File: src/rtl/mult_arbiter.sv
// Arbiter sharing one pipelined signed-by-unsigned multiplier among N requesters.
// Grants one operand pair per cycle and routes each product back to its issuer via a tag pipeline.
module mult_arbiter #(
    parameter int unsigned N       = 4,
    parameter int unsigned MUL_LAT = 1,
    parameter int unsigned PRIO0   = 1
) (
    input  logic              clk,
    input  logic              rst,
    input  logic [N-1:0]      iReq,
    input  logic [17*N-1:0]   iSignal,
    input  logic [16*N-1:0]   iCoef,
    output logic [N-1:0]      oGnt,
    output logic [16:0]       oMulA,
    output logic [15:0]       oMulB,
    input  logic [15:0]       iMulOut,
    output logic [15:0]       oResult,
    output logic [N-1:0]      oValid
);

    localparam int unsigned PW = (N > 1) ? $clog2(N) : 1;

    logic [PW-1:0]               ptr_q, ptr_d;
    logic [16:0]                 mul_a_q, mul_a_d;
    logic [15:0]                 mul_b_q, mul_b_d;
    logic [15:0]                 result_q, result_d;
    logic [N-1:0]                valid_q, valid_d;
    logic [MUL_LAT-1:0]          tag_v_q, tag_v_d;
    logic [MUL_LAT-1:0][PW-1:0]  tag_k_q, tag_k_d;

    logic                        gnt_any;
    logic                        prio_hit;
    logic [PW-1:0]               gnt_idx;
    logic [16:0]                 a_sel;
    logic [15:0]                 b_sel;
    int unsigned                 idx;

    // Arbitration: optional absolute priority for requester 0, else round-robin from ptr
    always_comb begin
        gnt_any  = 1'b0;
        prio_hit = 1'b0;
        gnt_idx  = '0;
        idx      = 0;
        if ((PRIO0 != 0) && iReq[0]) begin
            gnt_any  = 1'b1;
            prio_hit = 1'b1;
        end else begin
            for (int unsigned j = 0; j < N; j++) begin
                idx = 32'(ptr_q) + j;
                if (idx >= N) begin
                    idx = idx - N;
                end
                if (!gnt_any && iReq[PW'(idx)]) begin
                    gnt_any = 1'b1;
                    gnt_idx = PW'(idx);
                end
            end
        end
    end

    assign oGnt = gnt_any ? (N'(1) << gnt_idx) : '0;

    // Operand mux for the granted requester
    always_comb begin
        a_sel = '0;
        b_sel = '0;
        for (int k = 0; k < int'(N); k++) begin
            if (gnt_idx == PW'(k)) begin
                a_sel = iSignal[17*k +: 17];
                b_sel = iCoef[16*k +: 16];
            end
        end
    end

    always_comb begin
        ptr_d    = ptr_q;
        mul_a_d  = mul_a_q;
        mul_b_d  = mul_b_q;
        result_d = result_q;
        valid_d  = '0;
        tag_v_d  = '0;
        tag_k_d  = '0;

        if (gnt_any) begin
            mul_a_d = a_sel;
            mul_b_d = b_sel;
            if (!prio_hit) begin
                ptr_d = (gnt_idx == PW'(N - 1)) ? '0 : gnt_idx + PW'(1);
            end
        end

        // Tag shifts alongside the multiplier so the product finds its owner
        tag_v_d[0] = gnt_any;
        tag_k_d[0] = gnt_idx;
        for (int unsigned j = 1; j < MUL_LAT; j++) begin
            tag_v_d[j] = tag_v_q[j-1];
            tag_k_d[j] = tag_k_q[j-1];
        end

        if (tag_v_q[MUL_LAT-1]) begin
            result_d = iMulOut;
            valid_d  = N'(1) << tag_k_q[MUL_LAT-1];
        end
    end

    always_ff @(posedge clk or posedge rst) begin
        if (rst) begin
            ptr_q    <= '0;
            mul_a_q  <= '0;
            mul_b_q  <= '0;
            result_q <= '0;
            valid_q  <= '0;
            tag_v_q  <= '0;
            tag_k_q  <= '0;
        end else begin
            ptr_q    <= ptr_d;
            mul_a_q  <= mul_a_d;
            mul_b_q  <= mul_b_d;
            result_q <= result_d;
            valid_q  <= valid_d;
            tag_v_q  <= tag_v_d;
            tag_k_q  <= tag_k_d;
        end
    end

    assign oMulA   = mul_a_q;
    assign oMulB   = mul_b_q;
    assign oResult = result_q;
    assign oValid  = valid_q;

endmodule

File: config.mk
export PLATFORM = sky130hd
export DESIGN_NAME = mult_arbiter
export DESIGN_NICKNAME = d
export VERILOG_FILES = /design/src/rtl/mult_arbiter.sv
export SDC_FILE = /design/constraint.sdc
export NUM_CORES = 1
export LEC_CHECK = 0
export BUFFER_PORTS_ARGS = -buffer_cell sky130_fd_sc_hd__buf_2
export CAP_MARGIN = 20
export CORE_MARGIN = 2
export CORE_UTILIZATION = 46
export CTS_CLUSTER_SIZE = 28
export DETAILED_ROUTE_END_ITERATION = 8
export PLACE_DENSITY = 0.86
export SLEW_MARGIN = 10
export SYNTH_ARGS = -nofsm -noshare
export SYNTH_HDL_FRONTEND = slang
export SYNTH_SLANG_ARGS = --single-unit
File: constraint.sdc
create_clock -name clk -period 3.9 [get_ports clk]
set_clock_uncertainty 0.05 [all_clocks]
set_input_delay 0 -clock clk [delete_from_list [all_inputs] [get_ports clk]]
set_output_delay 0 -clock clk [all_outputs]
set_load 0.05 [all_outputs]
# Word-level counts from Yosys, hierarchy flattened
# Index checks and enable logic that the tools add are counted.
classes:
  bitwise_logic: 1
  addsub: 8
  n_reduce_logical: 8
  muxes: 41
  order_cmp: 8
  shift: 2
  n_eq_ne: 3
op_table:
  columns: ["operator", "count"]
  rows:
  - ["$mux W17", 4]
  - ["$mux W16", 4]
  - ["$mux W2", 14]
  - ["$mux W1", 13]
  - ["$lt A2 B3 Y1 const B", 4]
  - ["$ge A3 B3 Y1 const B", 3]
  - ["$bmux W1 S2", 4]
  - ["$mux W4", 2]
  - ["$shl A1 B2 Y4 const A", 2]
  - ["$sub A2 B1 Y2 const B", 4]
  - ["$add A2 B2 Y3 const B", 2]
  - ["$eq A2 B2 Y1 const B", 2]
  - ["$add A2 B1 Y3 const B", 1]
  - ["$ge A2 B3 Y1 const B", 1]
  - ["$logic_and A1 B1 Y1", 3]
  - ["$logic_not A1 Y1", 3]
  - ["$add A2 B1 Y2 const B", 1]
  - ["$eq A2 B1 Y1 const B", 1]
  - ["$logic_not A2 Y1", 1]
  - ["$reduce_and A2 Y1", 1]
  - ["$not A1 Y1", 1]
totals:
  ff_bits: 58
  elab_cells: 78

# Logic depth before layout (Yosys ltp)
logic_depth:
  word_depth: 24
  mapped_depth: 9

# Worst setup path after synthesis
# OpenSTA, ideal clock, no wires.
synth_path:
  path_type: "register to output"
  startpoint: "register ptr_q[0]"
  endpoint: "output oGnt[2]"
  path_slack_ns: 1.759
  path_buffers: 2
  t_required_ns: 3.850
  stages_incl_launch_ff: 8
  arrival_time_ns: 2.091
  cell_sequence: "dfrtp_1 nand2_1 a21oi_1 a211oi_1 ha_1 buf_1 clkbuf_1 and2_1"
synth_via:
  elab_chain_len: 21
synth_lines:
  columns: ["element", "line_no", "rtl"]
  rows:
  - ["from (decl)", "23", "logic [PW-1:0] ptr_q, ptr_d;"]
  - ["from (signal assigned)", "116", "ptr_q <= ptr_d;"]
  - ["$ge A2 B3 Y1 or $sub A2 B1 Y2 (tied branches)", "50, 51", null]
  - ["$mux W2", "50", "if (idx >= N) begin"]
  - ["$mux W2", "44", "if ((PRIO0 != 0) && iReq[0]) begin"]
  - ["$bmux W1 S2", "53", "if (!gnt_any && iReq[PW'(idx)]) begin"]
  - ["$mux W1 (not written as such)", "53", null]
  - ["$mux W1", "53", null]
  - ["$mux W1", "44", null]
  - ["$logic_not A1 Y1", "53", null]
  - ["[6 not listed]", null, null]
  - ["$mux W1", "44", null]
  - ["$logic_not A1 Y1", "53", null]
  - ["$logic_and A1 B1 Y1", "53", null]
  - ["$mux W2 *", "53", null]
  - ["$mux W2 *", "44", null]
  - ["net gnt_idx[1]", "33", "logic [PW-1:0] gnt_idx;"]
  - ["$shl A1 B2 Y4 *", "61", "assign oGnt = gnt_any ? (N'(1) << gnt_idx) : '0;"]
  - ["$mux W4 *", "61", null]
  - ["to (decl)", "13", "output logic [N-1:0] oGnt,"]
# The timed path passes the listed nets; every way through them passes the cells marked *. The select of a mux whose other input is x is not followed.

# Final worst setup path
layout_path:
  startpoint: "register ptr_q[0]"
  endpoint: "output oGnt[3]"
# Same word-level chain as after synthesis.

==> results.yml <==
outcome:
  status: "finished clean"
clock_network:
  cts_buffer_depth: 2
  cts-buffers-inserted: 9
  clock_latency_ns: 0.32
  postCtsSetupRepairBufs: 0
  cts.sinks: 58
  path_clk_slew_ns: 0.08
  cts_tree: "done"
  htreeDepth: 3
  cts-root-buf: "clkbuf_8"
min_path:
  min_path_type: "in2reg"
worst_setup_path:
  crit_start: "ptr_q[0]$_DFFE_PP0P_"
  path_max_fanout: 56
  r2r_slack_ns: 1.06
  path_cells: "nand2_1, a21oi_1, a211oi_1, ha_2, and2_1, buf_2"
  cpPeakStageDelay_ns: 0.99
  cp.arrival_ns: 2.81
  crit_slowest_cell: "ha_2"
  worstRegToRegCells: 8
  startpoint_type: "register"
  timing.rr.end: "oMulB[8]$_DFFE_PP0N_"
  crit_path_end: "oGnt[3]"
  critical_path_required_ns: 3.85
  critPathKind: "reg2out"
  end_kind: "output pin"
  reg2reg_from: "ptr_q[0]$_DFFE_PP0P_"
power:
  switching_share_pct: 42.50
  comb_power_share_pct: 43.2
  clock_power_share_pct: 22.4
  p_sw_w: 0.0009430
  seq_power_share_pct: 34.4
  fin_total_pwr_w: 0.002219
  p_int_w: 0.001276
  vdd_ir_drop_max_mv: 0.2368
  p_leak_nw: 2.713
  p_per_area_nw_per_um2: 431.7
global_route:
  grt.total_usage_pct: 29.05
  grt_pass1_vias: 3838
  grt_max_degree: 59
  grt_antenna_before_repair: 0
  grt-ovfl-total: 0
  grt_pass1_wl_um: 17810
routing:
  wl_met1_um: 4591
  dr_wl_met3_um: 1242
  viasPerCell: 5.523
  ant_nets: 0
  wl_um: 12270
  vias: 3960
  wire_per_inst_um: 17.11
  top_layer: "met4"
  wl_met2_um: 6197
  drt_iter0_drc: 184
  drc: 0
  dr.pass1.iters: 5
yosys:
  synth-edff-count: 0
  ys_ff_latch: 58
  synth.avg_cell_area_um2: 9.071
  syn_nets: 526
  syn_inst: 368
  ys_types: 26
  async_reset_ff_share_pct: 100.0
  synthFlopType: "dfrtp_1"
  syn-cell-area_um2: 3338
  yosysTopAreaCell: "dfrtp_1"
  ys_seq_area_share_pct: 43.48
  synth_top_cell_area_share_pct: 43.48
  ys_top_cells_by_count: "nand2_1, dfrtp_1, a21oi_1, inv_1"
  ys_warn_count: 0
  yosysMostFrequentCell: "nand2_1"
  synthTopCellsByArea: "dfrtp_1, a221oi_1, o22a_1, nand2_1, nand3b_1"
die:
  fp.dieH_um: 89.19
  io_pins: 211
  fp-row-count: 31
  fp.coreArea_um2: 7137
  start_util_pct: 46.77
  die_area_um2: 7954
  die_x_um: 89.19
place:
  gp_congestion: 0.8670
  io_buffers: 210
  dp_hpwl_um: 7905
final_layout:
  nNetsFinal: 771
  diodes: 0
  syn_to_final_growth_pct: 53.97
  drive_gt1_share_pct: 41.10
  fill_cells: 517
sta:
  final-setup-viol-count: 0
  drv_slew: 0
  fin_crit_ns: 2.863
  hold_violations: 0
  worst_pin_slew_ns: 1.063
  fin_crit_sh_pct: 73.40
  relSlewSlack_pct: 29.15
  rsz0062_at_grt: "no"
  fin_tns_setup_ns: 0
  fmax_mhz: 349.3
run:
  max-cap-violations: 0
power groups by stage:
| stage | logic, W | registers [W] | clock network (W) |
|---|---|---|---|
| after floorplan | 0.000313 | 0.00110 | 0 |
| after global placement | 0.000886 | 0.000767 | 0 |
| after detailed placement | 0.000906 | 0.000771 | 0 |
| after CTS | 0.000948 | 0.000761 | 0.000511 |
| after global routing | 0.00102 | 0.000774 | 0.000541 |
| final | 0.000958 | 0.000764 | 0.000498 |
what timing repair did:
action / in CTS / in global routing
resized for setup: 0 / 0
setup endpoints to repair: 0 / 0
endpoints found under the hold margin: 110 / 0
hold buffers: 53 / 0
cell type report:
type	instances	area, um2	share of cell area, %
sequential	58	1451	28.24
clock inverter	6	42.54	0.8277
timing repair buffer	269	1627	31.65
clock buffer	10	137.6	2.678
multi-input combinational	240	1627	31.65
tap	99	123.9	2.410
inverter	35	131.4	2.556
flip-flops by register name, indices dropped and copies added, names as in the netlist:
name and cells:
tag_k_q 2, oValid 4, oMulB 16, oResult 16
ptr_q 2, tag_v_q 1, oMulA 17
how the worst min path moves through the flow:
stage | from | end | slack, ns | cells past startpoint
floorplan | iReq[0] | tag_k_q[1]$_DFF_PP0_ | 0.05 | 1
global placement | iMulOut[15] | oResult[15]$_DFFE_PP0P_ | 0.18 | 2
detailed placement | iMulOut[0] | oResult[0]$_DFFE_PP0P_ | 0.19 | 2
CTS | iCoef[47] | oMulB[15]$_DFFE_PP0N_ | 0.02 | 4
global route | iCoef[45] | oMulB[13]$_DFFE_PP0N_ | 0.05 | 4
finish | iCoef[47] | oMulB[15]$_DFFE_PP0N_ | 0.03 | 4
worst max-delay path: cells and delay by family, from the launching register on:
kind / cells / cell delay, ns
adders and majority gates: 1 / 0.99
AOI/OAI and AO/OA: 2 / 0.48
DFF: 1 / 0.40
and+or+nand+nor: 2 / 0.33
buffers and inverters: 1 / 0.27
metrics by stage:
stage	area (um2)	hold slack (ns)	utilization, %	std cells	setup WS, ns
after detailed placement	4429	0.1872	62.06	648	1.142
final	5140	0.02908	72.02	717	1.037
after floorplan	3338	0.04579	-	368	1.759
after global routing	5140	0.05311	72.02	717	0.8486
after global placement	4429	0.1832	62.06	648	1.259
after CTS	5140	0.02487	72.02	717	1.105
cells in the final DEF, fill, tap and decap left out:
master	n
buf_2	210
nand2_1	68
dfrtp_1	58
dlygate4sd3_1	53
a21oi_1	35
inv_1	34
nand3b_1	33
a221oi_1	33
o22a_1	33
mux2_2	16
clkbuf_8	10
buf_4	6
and2_1	4
ha_2	3
nor3b_1	2
clkinv_2	2
clkinv_4	2
clkinvlp_4	2
or4_2	1
nor2b_1	1
mux2_4	1
a211oi_1	1
a211o_1	1
nand2b_1	1
nor3_1	1
or3_1	1
and3b_1	1
nor2_1	1
and3_1	1
inv_2	1
o32a_1	1
ha_1	1
per-layer routing:
metal	vias up	track usage, %
met2	256	51.31
met1	1867	33.77
met3	30	7.202
li1	1807	-
met4	0	11.53
met5	-	0
logic make-up after synthesis:
group	share of synthesized area, %
AOI/OAI and AO/OA	23.35
and+or+nand+nor	17.77
buffers and inverters	8.059
adders and majority gates	1.499
DFF	43.48
muxes	5.847
(Power assumes the default switching activity.)
